===== src/rtl/mem_arb_pkg.sv =====
// Shared encodings for the instruction/data memory arbiter.
// Latency: n/a (types and constants only).
// Backpressure: n/a.
package mem_arb_pkg;

  // Arbiter FSM states
  typedef enum logic [1:0] {
    IDLE = 2'd0,
    BUSY = 2'd1,
    RESP = 2'd2
  } state_t;

  // Which requester owns the current memory transaction
  typedef enum logic {
    SRC_I = 1'b0,
    SRC_D = 1'b1
  } src_t;

  // Width of the consecutive-data-grant counter (MAX_DATA_STREAK up to 15)
  localparam int STREAK_W = 4;

endpackage


===== src/rtl/mem_arb_pick.sv =====
// Winner select between fetch and data requests plus the data-streak counter.
// Latency: winner is combinational; streak updates on the grant strobe edge.
// Backpressure: none; the owner only strobes i_grant when it can accept a new transaction.
module mem_arb_pick
  import mem_arb_pkg::*;
#(
  parameter int MAX_DATA_STREAK = 4
) (
  input  logic i_clk,
  input  logic i_rst_n,
  input  logic i_ireq,
  input  logic i_dreq,
  input  logic i_grant,
  output src_t o_src
);

  localparam logic [STREAK_W-1:0] STREAK_MAX = STREAK_W'(MAX_DATA_STREAK);

  logic [STREAK_W-1:0] streak;

  // Data wins by default; a fetch that has been bypassed MAX_DATA_STREAK times wins next
  always_comb begin
    o_src = SRC_I;
    if (i_dreq && !(i_ireq && (streak == STREAK_MAX))) begin
      o_src = SRC_D;
    end
  end

  // Count data grants that bypass a waiting fetch; any other grant restarts the count
  always_ff @(posedge i_clk or negedge i_rst_n) begin
    if (!i_rst_n) begin
      streak <= '0;
    end else if (i_grant) begin
      if ((o_src == SRC_D) && i_ireq) begin
        if (streak != STREAK_MAX) begin
          streak <= streak + 1'b1;
        end
      end else begin
        streak <= '0;
      end
    end
  end

endmodule


===== src/rtl/mem_arbiter.sv =====
// Shares one req/ack memory between the fetch and load/store ports, one transaction at a time.
// Latency: mem_req one cycle after the request is sampled; valid one cycle after ack; 3-cycle minimum turnaround.
// Backpressure: requesters hold req until their valid pulse; requests are only sampled in IDLE.
module mem_arbiter
  import mem_arb_pkg::*;
#(
  parameter int ADDR_W          = 32,
  parameter int DATA_W          = 32,
  parameter int MAX_DATA_STREAK = 4
) (
  input  logic                i_clk,
  input  logic                i_rst_n,
  input  logic                i_ireq,
  input  logic [ADDR_W-1:0]   i_iaddr,
  output logic                o_ivalid,
  output logic [DATA_W-1:0]   o_irdata,
  input  logic                i_dreq,
  input  logic                i_dwen,
  input  logic [ADDR_W-1:0]   i_daddr,
  input  logic [DATA_W-1:0]   i_dwdata,
  input  logic [DATA_W/8-1:0] i_dwstrb,
  output logic                o_dvalid,
  output logic [DATA_W-1:0]   o_drdata,
  output logic                o_mem_req,
  output logic                o_mem_wen,
  output logic [ADDR_W-1:0]   o_mem_addr,
  output logic [DATA_W-1:0]   o_mem_wdata,
  output logic [DATA_W/8-1:0] o_mem_wstrb,
  input  logic                i_mem_ack,
  input  logic [DATA_W-1:0]   i_mem_rdata
);

  state_t state;
  src_t   src;
  src_t   win;
  logic   grant;

  // A new transaction starts whenever the arbiter is idle and anyone is asking
  assign grant = (state == IDLE) && (i_ireq || i_dreq);

  mem_arb_pick #(
    .MAX_DATA_STREAK (MAX_DATA_STREAK)
  ) u_pick (
    .i_clk   (i_clk),
    .i_rst_n (i_rst_n),
    .i_ireq  (i_ireq),
    .i_dreq  (i_dreq),
    .i_grant (grant),
    .o_src   (win)
  );

  // Transaction FSM: latch the winner's request, wait for ack, deliver one response pulse
  always_ff @(posedge i_clk or negedge i_rst_n) begin
    if (!i_rst_n) begin
      state       <= IDLE;
      src         <= SRC_I;
      o_mem_req   <= 1'b0;
      o_mem_wen   <= 1'b0;
      o_mem_addr  <= '0;
      o_mem_wdata <= '0;
      o_mem_wstrb <= '0;
      o_ivalid    <= 1'b0;
      o_irdata    <= '0;
      o_dvalid    <= 1'b0;
      o_drdata    <= '0;
    end else begin
      o_ivalid <= 1'b0;
      o_dvalid <= 1'b0;
      case (state)
        IDLE: begin
          if (grant) begin
            src       <= win;
            o_mem_req <= 1'b1;
            if (win == SRC_D) begin
              o_mem_wen   <= i_dwen;
              o_mem_addr  <= i_daddr;
              o_mem_wdata <= i_dwdata;
              o_mem_wstrb <= i_dwstrb;
            end else begin
              // Fetches are always reads: no write enable, no strobes
              o_mem_wen   <= 1'b0;
              o_mem_addr  <= i_iaddr;
              o_mem_wdata <= '0;
              o_mem_wstrb <= '0;
            end
            state <= BUSY;
          end
        end
        BUSY: begin
          if (i_mem_ack) begin
            o_mem_req <= 1'b0;
            if (src == SRC_D) begin
              o_dvalid <= 1'b1;
              o_drdata <= o_mem_wen ? '0 : i_mem_rdata;
            end else begin
              o_ivalid <= 1'b1;
              o_irdata <= i_mem_rdata;
            end
            state <= RESP;
          end
        end
        RESP: begin
          state <= IDLE;
        end
        default: begin
          o_mem_req <= 1'b0;
          state     <= IDLE;
        end
      endcase
    end
  end

endmodule

===== config.mk =====
export PLATFORM = sky130hd
export DESIGN_NAME = mem_arbiter
export DESIGN_NICKNAME = d
export VERILOG_FILES = /design/src/rtl/mem_arb_pkg.sv /design/src/rtl/mem_arb_pick.sv /design/src/rtl/mem_arbiter.sv
export SDC_FILE = /design/constraint.sdc
export NUM_CORES = 1
export LEC_CHECK = 0
export BUFFER_PORTS_ARGS = -buffer_cell sky130_fd_sc_hd__buf_2
export CAP_MARGIN = 20
export CORE_ASPECT_RATIO = 0.75
export CORE_MARGIN = 4
export CORE_UTILIZATION = 30
export DETAILED_ROUTE_END_ITERATION = 10
export REMOVE_ABC_BUFFERS = 1
export SETUP_SLACK_MARGIN = 0.2
export SLEW_MARGIN = 20
export SYNTH_ARGS = -nofsm -noshare
export SYNTH_HDL_FRONTEND = slang
export SYNTH_SLANG_ARGS = --single-unit

===== constraint.sdc =====
create_clock -name i_clk -period 2.5 [get_ports i_clk]
set_input_delay 0 -clock i_clk [delete_from_list [all_inputs] [get_ports i_clk]]
set_output_delay 0 -clock i_clk [all_outputs]
set_load 0.02 [all_outputs]

-- Word level (Yosys, flattened, before mapping)
Cells that the tools add are included.
W data, S select, Z words.
- register bits after elaboration: 143
- logic and storage cells: 55
- add/sub/neg operators: 1
- equal/unequal tests: 7
- muxes and demuxes: 20
- bitwise operators: 2
- reductions and logical operators: 13
- operators with widths (kind ; number):
    $mux W32 ; 3
    $mux W4 ; 3
    $mux W1 ; 10
    $reduce_and A3 Y1 ; 3
    $ne A2 B2 Y1 const B ; 3
    $reduce_and A2 Y1 ; 3
    $add A4 B1 Y4 const B ; 1
    $eq A4 B3 Y1 const B ; 1
    $logic_and A1 B1 Y1 ; 4
    $mux W2 ; 2
    $ne A4 B3 Y1 const B ; 1
    $pmux W2 S2 ; 1
    $pmux W1 S3 ; 1
    $eq A2 B1 Y1 const B ; 1
    $eq A2 B2 Y1 const B ; 1
    $logic_not A2 Y1 ; 1
    $not A1 Y1 ; 2
    $logic_not A1 Y1 ; 1
    $logic_or A1 B1 Y1 ; 1

-- Depth between registers and ports, before layout
Gate-level depths: netlist of the first run.
- depth after elaboration: 8
- gate-level depth with buffers: 8
- gate-level depth less buffers: 6

-- Hierarchy
From an unflattened synthesis of the first run, not the netlist that was laid out.
- cell total of the unflattened synthesis: 507
- area, all modules: 6237.2 um2
- modules (own cells, without submodules) (module ; instances ; cells each ; area an instance (um2)):
    mem_arbiter ; 1 ; 483 ; 5989.5
    mem_arb_pick ; 1 ; 24 ; 247.7

-- Worst setup path before layout of the first run
OpenSTA, ideal clock, no wires.
- path type: register -> register
- start point: register u_pick.streak[0]
- end point: register o_mem_addr[10]
- data arrival time: 1332 ps
- required time: 2378 ps
- path slack: 1045 ps
- cell stages (with the launch flop): 9
- period minus slack after synthesis: 1455 ps
- cells stage by stage: dfrtp_1 -> inv_1 -> ha_1 -> nand4b_1 -> and2_1 -> clkbuf_1 -> buf_2 -> a21oi_1 -> a21oi_1
- word-level cells in the longest chain between the ends: 6
- ends and longest elaborated chain (item ; line ; RTL):
    start, declared ; mem_arb_pick.sv:19 ; logic [STREAK_W-1:0] streak;
    start signal, assigned ; mem_arb_pick.sv:36 ; streak <= streak + 1'b1;
    $eq A4 B3 Y1 ; mem_arb_pick.sv:24 ; if (i_dreq && !(i_ireq && (streak == STREAK_MAX))) begin
    $logic_and A1 B1 Y1 ; mem_arb_pick.sv:24 ;
    $logic_not A1 Y1 ; mem_arb_pick.sv:24 ;
    $logic_and A1 B1 Y1 ; mem_arb_pick.sv:24 ;
    $mux W1 ; mem_arb_pick.sv:24 ;
    $mux W32 ; mem_arbiter.sv:74 ; if (win == SRC_D) begin
    end signal, assigned ; mem_arbiter.sv:76 ; o_mem_addr <= i_daddr;
    end signal, assigned ; mem_arbiter.sv:82 ; o_mem_addr <= i_iaddr;
    end, declared ; mem_arbiter.sv:26 ; output logic [ADDR_W-1:0] o_mem_addr,
Every way passes these cells.
A chain may end at the register's enable or synchronous reset.

-- Worst setup path after layout of the first run
- start point: register state[0]
- end point: register o_mem_addr[11]
- word-level cells in the longest chain between the ends: 3
- ends and longest elaborated chain (item ; line ; RTL):
    start, declared ; mem_arbiter.sv:33 ; state_t state;
    start signal, assigned ; mem_arbiter.sv:55 ; state <= IDLE;
    start signal, assigned ; mem_arbiter.sv:86 ; state <= BUSY;
    start signal, assigned ; mem_arbiter.sv:99 ; state <= RESP;
    $logic_not A2 Y1 * ; mem_arbiter.sv:39, mem_arbiter.sv:69 ;
    $logic_and A1 B1 Y1 ; mem_arbiter.sv:39 ; assign grant = (state == IDLE) && (i_ireq || i_dreq);
    $reduce_and A2 Y1 (no source line) * ; - ;
Every way passes the cells marked *; elsewhere a longest branch is shown, timed or not.

==> results by group, run 1 <==
Pwr
  – P_leak: 4.712 nW
  – Cell area power density: 1272 nW/um^2
  – Worst VDD drop: 732.1 uV

Logic synthesis
  – Register area share after synthesis: roughly three fifths
  – Post-Synthesis Cell Area: 5841 um^2
  – Post-synth top area share: 61.27%
  – Netlist cell types: 28
  – Ys flop type: dfrtp_1
  – EDFF count, synth: 0
  – Syn_area_per_cell: 11.47 um^2
  – Number of synthesized register bits: 143
  – Post-Synthesis Cells: 509
  – Cell taking the most area after synthesis: dfrtp_1
  – Synth warnings: 0
  – Async set-reset flop share out of synthesis: 100.0%
  – Synth top area cells: dfrtp_1, mux2_4, a21oi_1

Critical path
  – Crit start category: flop
  – Slowest cell on crit path: dlygate4sd3_1
  – Critical Path Fanout Max: 26
  – CP endpoint kind: flop
  – Max stage delay on crit path: around 0.57 ns
  – Worst path buffer plus inverter count: 2
  – CP arrival: 2.50 ns
  – CP Data Required Time: 2.84 ns
  – Kind of critical path: flop to flop
  – Crit path from: state[0]
  – Cell family with most CP delay: buffers and inverters
  – Critical-path cell list: or2_2 -> nor2_4 -> buf_12 -> nor2_1 -> a21oi_1 -> dlygate4sd3_1
  – Critical R2R Launch: state[0]

Timing
  – Rel. slew slack: 28.88%
  – RSZ-0062 raised after global routing: no
  – Fmax: around 0.46 GHz
  – Worst setup margin: 0.3462 ns
  – Max-slew violations: 0
  – Final hold violations: 0
  – Worst-margin pin slew: 1.063 ns
  – Layout Skew: 0.01185 ns
  – Final period util: 86.15%
  – Final setup fails: 0
  – Final worst path period need: 2.154 ns

Global route
  – First-pass GRT wire length: 28,740 um
  – Gr usage total: between 10% and 20%
  – Largest net degree at the start of global routing: 66
  – Grt ovf: 0
  – Initial antenna violation count: 0
  – Vias in the first global route: 5,529

Floorplan
  – Die area: 21,790 um^2
  – Die width: 169.1 um
  – I/O pin count: 274
  – Starting Density: 31.11%
  – Die H: 128.8 um
  – Core ar.: 18,780 um^2
  – Std cell rows: 43

Drt
  – Routed vias/inst: between 4 and 5
  – Antenna viol nets, final: 0
  – Pre-Repair DR Iteration Count: 4
  – WL final: between 15,000 and 20,000 um
  – Drt initial violations: 243
  – # DRC: 0
  – Wire length per cell: 15.32 um
  – Vias post-DR: 5,281

Clock network
  – CTS tree: yes
  – H-tree levels: 4
  – CTS clk-pin slew, worst paths: 0.06 ns
  – Root buffer cell: clkbuf_16
  – TritonCTS buffer count: 17
  – Clock sinks: 143
  – Max Root-Sink Buffers: 2
  – Skew-Pair Late Insertion Delay: ~0.4 ns

Placement
  – Detail Placement HPWL: 11,250 um
  – Worst slack, placed: 0.6352 ns
  – Number of I/O port buffers: 273
  – DP Cell Count: 1,005
  – Gpl congestion: 0.7913

Finish
  – Commonest cells after routing, fill and taps aside: buf_2, dfrtp_1, dlygate4sd3_1
  – Utilization after layout: 50.57%
  – Most common cell after layout, fill and taps aside: buf_2
  – Layout cells sized above 1: 38.27%
  – Final Non-Filler Cells: 1,173
  – Layout area overhead: 62.58%
  – Final nets: 1,054

Outcome
  – Status: finished, final reports clean

Worst hold path
  – Class of the worst hold path: input port to asynchronous set/reset pin

Flow run
  – MaxCap Viol Count: 0
report_power, final:
group	leakage, nW	internal, mW	switching (mW)	total, mW
combinational	2.65	2.40	3.01	5.40
sequential	1.75	3.37	0.590	3.96
clock	0.310	1.73	0.988	2.72
total	4.71	7.49	4.58	12.1
worst paths after layout:
| path | end | cells past startpoint | slack, ns |
|---|---|---|---|
| min in group i_clk | o_mem_wdata[12] | 3 | 0.34 |
| hold / removal | o_drdata[30] | 2 | 0.16 |
| setup / recovery | o_mem_addr[11] | 6 | 0.35 |
| hold reg to reg | o_drdata[8] | 2 | 0.47 |
| max in group asynchronous | o_mem_addr[9] | 3 | 1.60 |
| setup reg to reg | o_mem_addr[11] | 6 | 0.35 |
cell usage after synthesis, types with 2 or more instances:
cell type,n
dfrtp_1,143
nand2_1,69
a21oi_1,65
a22o_1,37
nor2_1,34
o21ai_0,34
nand2b_1,33
mux2_4,29
buf_2,25
clkbuf_1,8
buf_6,4
inv_1,4
mux2_2,3
o21ai_1,3
ha_1,2
nand3_1,2
nand4b_1,2
o31ai_1,2
worst reg2reg max path, delay by kind of cell, from the launching register on:
family | cells | cell delay, ns
buffers and inverters | 2 | 0.80
and+or+nand+nor | 3 | 0.73
DFF | 1 | 0.41
AOI/OAI and AO/OA | 1 | 0.16
cell type report:
cell class | instances | area, um^2
fillers | 1656 | 9281
flip-flops and latches | 143 | 3578
repair buffers | 423 | 2892
multi-input cells | 325 | 2064
clock buffers | 19 | 452.9
well taps | 247 | 309.0
clock inverters | 11 | 181.4
inverters | 4 | 15.01
diodes | 1 | 2.502
per-stage QoR:
stage	area, um^2	power, mW	TNS (ns)	hold WS, ns
CTS	9477	12.16	0	0.1588
finish	9495	12.08	0	0.1635
detailed placement	7471	8.796	0	0.04425
floorplan	5640	6.987	-133.36	-0.2956
global route	9493	12.83	0	0.2209
global placement	7471	8.774	0	0.04797
what timing repair did:
action                                  CTS  global route
gates resized for setup                   0             4
endpoints found under the hold margin   202             0
hold buffers                            137             0
endpoints found under the setup margin    0            32
buffers inserted                          0             0
cell families after synthesis:
kind of cell             count (synthesis)  synth area share, %
adder cells (fa/ha/maj)                  2               0.4284
flip-flops                             143                61.27
AO/OA/AOI/OAI                          144                14.95
multiplexers                            32                8.033
buffers and inverters                   41                3.685
AND/OR/NAND/NOR                        147                11.63
sequential cells by signal (all words and copies together) (netlist names):
name and count:
o_drdata 32, o_dvalid 1, o_irdata 32, o_ivalid 1, o_mem_addr 32, o_mem_req 1
o_mem_wdata 32, o_mem_wen 1, o_mem_wstrb 4, src 1, state 2, u_pick.streak 4
routing by layer:
metal	GRT usage, %	wire length (um)	share of wire [%]
met1	21.11	7813	43
met3	4.945	1306	7.3
met4	5.537	319	1.8
met5	0	0	0
met2	27.37	8530	47
Power figures use the tool's default switching activity.
==> inputs of run 2 (changes only) <==
- CORE_UTILIZATION: 30 -> 40
- PLACE_DENSITY: default -> 0.7
==> results by group, run 2 (same netlist as run 1, synthesis figures left out) <==
Global route
  – Initial antenna violation count: 1
  – Vias in the first global route: 5,761
  – Largest net degree at the start of global routing: 77
  – Gr usage total: 22.18%
  – Grt ovf: 0
  – First-pass GRT wire length: ~30,000 um

Critical path
  – Critical R2R Launch: state[0]
  – Critical-path cell list: or2_2 -> nor2_4 -> buf_4 -> nor2_1 -> a21oi_1 -> dlygate4sd3_1
  – CP endpoint kind: flop
  – Kind of critical path: flop to flop
  – CP Data Required Time: between 2 and 3 ns
  – Slowest cell on crit path: dlygate4sd3_1
  – RR Endpoint: o_mem_addr[11]
  – Cell family with most CP delay: buffers and inverters
  – Flop-to-flop setup slack: about 0.31 ns
  – Max stage delay on crit path: 0.57 ns
  – Crit start category: flop
  – R2R depth: 6
  – Worst path buffer plus inverter count: 2
  – Critical Path Fanout Max: 16
  – CP arrival: 2.54 ns

Placement
  – Number of I/O port buffers: 273
  – DP Cell Count: 949
  – Gpl congestion: 0.7712
  – Detail Placement HPWL: 11,300 um

Timing
  – Worst-margin pin slew: between 0.9 and 1 ns
  – Fmax: 0.4560 GHz
  – Final hold violations: 0
  – Max-slew violations: 0
  – Final setup fails: 0
  – Rel. slew slack: 34.79%
  – Final worst path period need: 2.193 ns
  – Layout Skew: 0.008385 ns
  – Final period util: 87.72%
  – RSZ-0062 raised after global routing: yes
  – Final TNS setup: 0 ns

Clock network
  – TritonCTS buffer count: 17
  – Max Root-Sink Buffers: 2
  – H-tree levels: 4
  – CTS tree: yes
  – Clock sinks: 143
  – CTS clk-pin slew, worst paths: 0.06 ns
  – Skew-Pair Late Insertion Delay: 0.41 ns
  – Root buffer cell: clkbuf_16

Pwr
  – Cell area power density: 1280 nW/um^2
  – P_leak: about 4.7 nW
  – Design Power: around 12 mW
  – Worst VDD drop: 644.0 uV

Outcome
  – Status: finished, final reports clean

Floorplan
  – Std cell rows: 37
  – Starting Density: 41.64%
  – Core ar.: 14,030 um^2
  – I/O pin count: ~270
  – Die H: around 110 um
  – Die width: 147.5 um
  – Die area: 16,620 um^2

Worst hold path
  – Class of the worst hold path: input port to asynchronous set/reset pin

Drt
  – Vias post-DR: roughly 5,500
  – Drt initial violations: about 350
  – # DRC: 0
  – WL final: 18,790 um
  – Antenna viol nets, final: 0
  – Pre-Repair DR Iteration Count: 7
  – Routed vias/inst: between 4 and 5
  – Wire length per cell: 16.75 um

Finish
  – Commonest cells after routing, fill and taps aside: buf_2, dfrtp_1, dlygate4sd3_1
  – Most common cell after layout, fill and taps aside: buf_2
  – Layout cells sized above 1: 38.23%
  – Utilization after layout: between 60% and 70%
  – Layout area overhead: 60.82%
  – Final nets: ~1,100
  – Final Non-Filler Cells: 1,122

Flow run
  – MaxCap Viol Count: 0
## run 2: what timing repair did
item,CTS,global route
endpoints found under the hold margin,214,0
setup endpoints to repair,0,32
gates resized for setup,0,7
setup buffers,0,1
hold buffers,137,0
## run 2: layout make-up
cell class                 count  area, um^2
fill                        1013        4634
sequential                   143        3578
timing repair buffer         420        2859
multi-input combinational    327        2083
clock buffer                  23       478.0
tap                          195       244.0
clock inverter                 9       132.6
inverter                       4       15.01
antenna                        1       2.502
## run 2: stage by stage
stage	area [um^2]	setup slack, ns	hold WS [ns]
2_1_floorplan	5640	-2.051	-0.2956
3_3_place_gp	7363	0.8087	0.05457
3_5_place_dp	7363	0.7220	0.06849
4_1_cts	9345	0.2373	0.1865
5_1_grt	9393	0.1613	0.2296
6_report	9393	0.3071	0.1743
## run 2: routing by layer
| layer | track usage [%] | up-vias | share of wire, % |
|---|---|---|---|
| met5 | 0 | - | 0 |
| met3 | 7.385 | 34 | 8.6 |
| li1 | - | 2553 | - |
| met1 | 27.17 | 2633 | 40 |
| met2 | 36.77 | 294 | 49 |
| met4 | 8.070 | 0 | 2.3 |
## run 2: worst max-delay path by stage
stage | start | to | slack (ns) | cells past startpoint
CTS | state[0] | o_mem_addr[14] | 0.24 | 6
detailed placement | state[1] | o_drdata[21] | 0.72 | 4
global placement | state[1] | o_drdata[7] | 0.81 | 4
finish | state[0] | o_mem_addr[11] | 0.31 | 6
global route | state[0] | o_mem_addr[11] | 0.16 | 6
floorplan | i_dreq | state[0] | -2.05 | 2
## run 2: power by group
group,switching (mW),total [mW],internal (mW)
registers,0.658,4.03,3.37
logic,3.01,5.38,2.37
clock network,0.960,2.61,1.65
total,4.63,12.0,7.39
==> inputs of run 3 (changes only) <==
==> constraint.sdc (replaced) <==
create_clock -name i_clk -period 2.5 [get_ports i_clk]
set_input_delay 0.5 -clock i_clk [delete_from_list [all_inputs] [get_ports i_clk]]
set_output_delay 0.5 -clock i_clk [all_outputs]
set_load 0.02 [all_outputs]
==> results by group, run 3 (same netlist as run 1, synthesis figures left out) <==
Outcome
  – Status: finished, final reports clean

Pwr
  – P_leak: 4.111 nW
  – Design Power: between 10 and 15 mW
  – Cell area power density: roughly 1400 nW/um^2
  – Worst VDD drop: 596.8 uV

Finish
  – Multi-input gate area: 2062 um^2
  – Layout area overhead: 36.72%
  – Final instance area: 7985 um^2
  – Most common cell after layout, fill and taps aside: buf_2
  – Utilization after layout: 56.93%
  – Layout cells sized above 1: 44.91%
  – Fill count: 1,219
  – Final nets: 913
  – Commonest cells after routing, fill and taps aside: buf_2, dfrtp_1, nand2_1
  – Sequential cell area: 3580 um^2
  – Diodes inserted: 0

Critical path
  – Worst path buffer plus inverter count: 1
  – Cell family with most CP delay: flip-flops
  – Kind of critical path: flop to primary output
  – CP endpoint kind: primary output
  – Critical Path Fanout Max: 34
  – CP Data Required Time: around 2.0 ns
  – Critical-path cell list: buf_2
  – Slowest cell on crit path: dfrtp_2
  – Crit start category: flop
  – CP arrival: 1.38 ns
  – Max stage delay on crit path: roughly 0.70 ns

Placement
  – Number of I/O port buffers: about 270
  – Worst slack, placed: 0.3132 ns
  – Detail Placement HPWL: 11,700 um
  – Gpl congestion: between 0.8 and 0.9
  – Dpl cell area: 7363 um^2

Timing
  – Final worst path period need: about 1.9 ns
  – Final hold violations: 0
  – Final period util: 75.11%
  – RSZ-0062 raised after global routing: no
  – Worst-margin pin slew: 0.6008 ns
  – Fmax: 0.5325 GHz
  – Rel. slew slack: 59.95%
  – Worst setup margin: 0.6222 ns
  – Final setup fails: 0
  – Layout Skew: 0.01044 ns
  – Max-slew violations: 0
  – Final TNS setup: 0 ns

Clock network
  – Post-CTS sizing: 0
  – Skew-Pair Late Insertion Delay: between 0.4 and 0.5 ns
  – H-tree levels: 4
  – Postcts setup bufs: 0
  – Hold_buf cts: 0
  – Max Root-Sink Buffers: 2
  – CTS clk-pin slew, worst paths: 0.06 ns
  – TritonCTS buffer count: 17
  – CTS tree: yes
  – Root buffer cell: clkbuf_16
  – Clock sinks: 143

Global route
  – Gr usage total: 19.38%
  – Largest net degree at the start of global routing: 64
  – Initial antenna violation count: 0
  – First-pass GRT wire length: approximately 26,000 um
  – Grt ovf: 0
  – Vias in the first global route: 4,933

Flow run
  – MaxCap Viol Count: 0

Drt
  – Drt initial violations: between 200 and 300
  – Pre-Repair DR Iteration Count: 5
  – Antenna viol nets, final: 0
  – Wire length per cell: 16.58 um
  – # DRC: 0
  – Routed vias/inst: 4.879
  – WL final: 16,260 um
  – Vias post-DR: 4,786

Floorplan
  – Die H: approximately 110 um
  – Core ar.: 14,030 um^2
  – Die width: roughly 150 um
  – I/O pin count: ~270
  – Starting Density: 41.64%
  – Std cell rows: 37
  – Die area: 16,620 um^2

Worst hold path
  – Class of the worst hold path: input port to asynchronous set/reset pin
-- run 3: cell count changes in the layout (fill, tap and decap cells not counted), sizes merged --
| cell | delta |
|---|---|
| buf | -1 |
| clkbuf | -5 |
| clkinv | -2 |
| clkinvlp | +2 |
| diode | -1 |
| dlygate4sd3 | -137 |
| inv | +5 |
| nor2 | -1 |
| o21ai | -1 |
-- run 3: final cells by class --
cell class | count | area share [%]
timing repair buffer | 282 | 18.35
clock inverter | 14 | 2.256
multi-input combinational | 325 | 25.82
clock buffer | 18 | 5.500
inverter | 4 | 0.1880
tap | 195 | 3.055
sequential | 143 | 44.83
-- run 3: path summary, 6_finish.rpt --
path	start	endpoint	slack (ns)	cells past startpoint
worst max-delay path	o_mem_wen	o_mem_wen	0.62	1
worst min-delay path	i_rst_n	o_drdata[21]	0.05	1
worst max register to register	u_pick.streak[0]	o_mem_addr[28]	0.70	6
worst min register to register	o_drdata[30]	o_drdata[30]	0.48	2
max in group asynchronous	i_rst_n	o_mem_addr[3]	1.66	2
min in group i_clk	i_dwstrb[0]	o_mem_wstrb[0]	0.30	2
-- run 3: through the flow --
| step | cells | hold slack [ns] |
|---|---|---|
| after floorplan | 472 | 0.2044 |
| after global placement | 949 | 0.4568 |
| after CTS | 981 | 0.06687 |
| final | 981 | 0.05040 |
| after detailed placement | 949 | 0.4674 |
| after global routing | 981 | 0.09507 |
-- run 3: layer usage --
layer | vias to the layer above | track usage [%] | wire (um)
li1 | 2269 | - | -
met1 | 2283 | 24.27 | 6661
met2 | 212 | 31.86 | 7973
met3 | 22 | 5.730 | 1279
met4 | 0 | 7.387 | 349
met5 | - | 0 | 0
-- run 3: power by group --
part	total, mW	switching (mW)	internal (mW)
registers	4.03	0.664	3.37
logic	4.68	2.81	1.87
clock network	2.63	1.01	1.61
total	11.3	4.48	6.86
